File: config.mk
export PLATFORM = sky130hd
export DESIGN_NAME = pri_encoder
export DESIGN_NICKNAME = d
export VERILOG_FILES = /design/src/rtl/pri_encoder.sv
export SDC_FILE = /design/constraint.sdc
export NUM_CORES = 1
export LEC_CHECK = 0
export CORE_AREA = 5 5 42 44
export DETAILED_ROUTE_END_ITERATION = 16
export DIE_AREA = 0 0 47 49
export GPL_TIMING_DRIVEN = 0
export PLACE_DENSITY = 0.44
export REMOVE_ABC_BUFFERS = 1
export SYNTH_ARGS = -nofsm -noshare
export SYNTH_HDL_FRONTEND = slang
export SYNTH_SLANG_ARGS = --single-unit
File: constraint.sdc
create_clock -name clk -period 0.8 [get_ports clk]
set_clock_uncertainty 0.1 [all_clocks]
set_input_delay 0.16 -clock clk [delete_from_list [all_inputs] [get_ports clk]]
set_output_delay 0.16 -clock clk [all_outputs]
set_load 0.005 [all_outputs]
File: src/rtl/pri_encoder.sv
// Registered priority encoder: reports the index of the highest set request
// bit one clock after sampling, with a valid flag and a zero address when idle.
module pri_encoder #(
  parameter int unsigned WIDTH  = 8,
  parameter int unsigned ADDR_W = 3
) (
  input  logic              clk,
  input  logic              rst_n,
  input  logic              ena,
  input  logic [WIDTH-1:0]  din_vec,
  output logic              oe,
  output logic [ADDR_W-1:0] addr_vec
);

  // Elaboration-time parameter sanity checks
  generate
    if (WIDTH < 2) begin : g_bad_width
      $error("pri_encoder: WIDTH must be at least 2");
    end
    if (ADDR_W != $clog2(WIDTH)) begin : g_bad_addr_w
      $error("pri_encoder: ADDR_W must equal ceil(log2(WIDTH))");
    end
  endgenerate

  logic              oe_d;
  logic              oe_q;
  logic [ADDR_W-1:0] addr_d;
  logic [ADDR_W-1:0] addr_q;

  // Ascending scan: a later (higher) set bit overrides any lower one
  always_comb begin
    oe_d   = 1'b0;
    addr_d = '0;
    if (ena) begin
      for (int unsigned i = 0; i < WIDTH; i++) begin
        if (din_vec[i]) begin
          oe_d   = 1'b1;
          addr_d = ADDR_W'(i);
        end
      end
    end
  end

  always_ff @(posedge clk or negedge rst_n) begin
    if (!rst_n) begin
      oe_q   <= 1'b0;
      addr_q <= '0;
    end else begin
      oe_q   <= oe_d;
      addr_q <= addr_d;
    end
  end

  assign oe       = oe_q;
  assign addr_vec = addr_q;

endmodule

==> results.tsv <==
stage	metric	value	unit
status	status	complete, but fails checks	
status	violations	negative setup slack	
grt	grt_remaining_overflow	0	
worst_setup_path	slowest_stage	dfrtp_1	
finish	layout_commonest_cell	buf_2	
clock_tree	cts_tree	done	
logic_synthesis	ys_warn_count	0	
die	rows	14	
grt	use_met3	4.06	%
finish	nNetsFinal	49	
finish	diodes	0	
worst_setup_path	startpoint	addr_vec[2]	
sta	setup_slack	-160	ps
placement	hpwl	398	um
detailed_routing	initialDrtViolationCount	0	
placement	gp_congestion	0.823	
die	core_area	1400	um2
sta	hold_viol	0	
detailed_routing	drtPass1Iterations	1	
power	p_leak	0.168	nW
logic_synthesis	synth-seq-cells	4	
detailed_routing	drtAntennaViolNets	0	
die	die_h	49	um
sta	fmax	1040	MHz
sta	worstMarginPinSlew	256	ps
worst_setup_path	cp_num_buf_inv	1	
detailed_routing	routed_wirelength	579	um
grt	grt_pass1_wl	807	um
grt	top_usage_layer	met4	
worst_setup_path	path_depth	1	
worst_setup_path	critPathCapture	addr_vec[2]	
worst_setup_path	critPathMaxStageDelay	350	ps
sta	tns	-623	ps
finish	final_cell_mix	buf_2, dlygate4sd2_1, dfrtp_1	
clock_tree	numCtsBuffers	3	
logic_synthesis	synth_area	174	um2
min_path	hp-class	in -> async	
sta	rsz0062_at_grt	true	
sta	min_period	960	ps
die	ioPinCount	15	
worst_setup_path	critPathKind	reg -> out	
power	p_per_area	1580	nW/um2
die	floorplan.die_area	2300	um2
sta	setup-violations-final	4	
grt	grt_util_met1	4.91	%
worst_setup_path	critical_path_required	540	ps
clock_tree	cts_max_level	1	
logic_synthesis	ys_seq_area_share	57.6	%
clock_tree	clockRootBuffer	clkbuf_4	
sta	hold_slack	24.4	ps
finish	area_delta_synth_final	109	%
finish	layoutNonFillerInstCount	52	
flow_run	drv_cap	0	
worst_setup_path	path_delay_family	flip-flops	
sta	maxSlewViolCount	0	
detailed_routing	vias	213	
logic_synthesis	yosysUniqueCellTypes	9	
worst_setup_path	cp.arrival	700	ps
clock_tree	cts_hold_buf	0	
die	dieWidth	47	um
detailed_routing	drc	0	
grt	grt_use_total	5.80	%
grt	grt_pass1_vias	208	
worst_setup_path	crit_path_end_kind	primary output	
logic_synthesis	syn-instance-count	18	
worst_setup_path	crit_fanout	1	
worst_setup_path	crit_path_start_kind	flip-flop	
detailed_routing	wl_per_cell	11.1	um
clock_tree	clk_path_buf_depth	2	
clock_tree	cts.sinks	4	
die	floorplan.initialDensity	12.4	%
grt	grtUsageMet2	7.01	%
grt	grt_antenna_before_repair	0	
logic_synthesis	syn_avg_cell_area	9.66	um2
placement	dp.cells	48	
placement	io_buffers	14	
sta	fin_crit_sh	120	%
worst_setup_path	path_cells	buf_2	
clock_tree	clk_pin_slew	30	ps
grt	grt_max_degree	5	
detailed_routing	avgViaCountPerCell	4.10	
finish	drive_above_1_share	44.4	%
power	max-vdd-ir-drop	0.000344	V
sta	slew_headroom	82.7	%
## layer usage
layer | up-vias | routed length [um]
li1 | 101 | -
met5 | - | 0
met4 | 0 | 25
met3 | 4 | 105
met2 | 17 | 266
met1 | 91 | 182
## stage by stage
step                power [mW]  instance area, um2  utilization [%]  setup WS, ps
floorplan                0.246                 174                -         -37.5
global placement         0.336                 334             23.8          -556
detailed placement       0.338                 334             23.8          -629
CTS                      0.580                 343             24.5          -178
global route             0.602                 363             25.9          -188
finish                   0.573                 363             25.9          -160
## power by group
group | total (mW) | switching [mW] | internal, mW
combinational | 0.111 | 0.0504 | 0.0605
sequential | 0.220 | 0.00268 | 0.217
clock | 0.243 | 0.0754 | 0.167
total | 0.573 | 0.128 | 0.445
## state kept, by name, summed over array words and instances, names as in the netlist
signal    count
addr_vec      3
oe            1
## cell type report
class / count / area, um2
tap: 16 / 20.0
inverter: 2 / 7.51
fill: 170 / 1040
timing repair buffer: 15 / 118
clock buffer: 3 / 22.5
multi-input combinational: 12 / 95.1
sequential: 4 / 100
## cells by family (layout without fill, tap and decap cells)
kind of cell / count (synthesis) / in the layout / share of synthesized area (%)
and+or+nand+nor: 6 / 6 / 17.3
AOI/OAI and AO/OA: 6 / 6 / 20.9
buffers and inverters: 2 / 20 / 4.32
DFF: 4 / 4 / 57.6
## how the worst min path moves through the flow
stage          slack (ps)  cells past startpoint   from           to
3_5_place_dp          270                      1  rst_n  addr_vec[1]
2_1_floorplan        -240                      0  rst_n  addr_vec[0]
4_1_cts                20                      1  rst_n  addr_vec[1]
6_report               20                      1  rst_n  addr_vec[1]
5_1_grt                40                      1  rst_n           oe
3_3_place_gp          270                      1  rst_n  addr_vec[2]
## cells in the mapped netlist
| master | n | share of area, % |
|---|---|---|
| o21ai_0 | 2 | 5.8 |
| a21oi_1 | 2 | 5.8 |
| o21bai_1 | 1 | 4.3 |
| nor4_1 | 2 | 7.2 |
| dfrtp_1 | 4 | 58 |
| nor2_1 | 3 | 6.5 |
| inv_1 | 2 | 4.3 |
| nor2b_1 | 1 | 3.6 |
| o41ai_1 | 1 | 5.0 |
## repair_timing
item,CTS,global route
hold endpoints to repair,0,0
resized for setup,39,9
pin swaps,4,2
buffers inserted,1,0
endpoints found under the setup margin,8,6
Note: power is estimated with default switching activity, not from simulation.
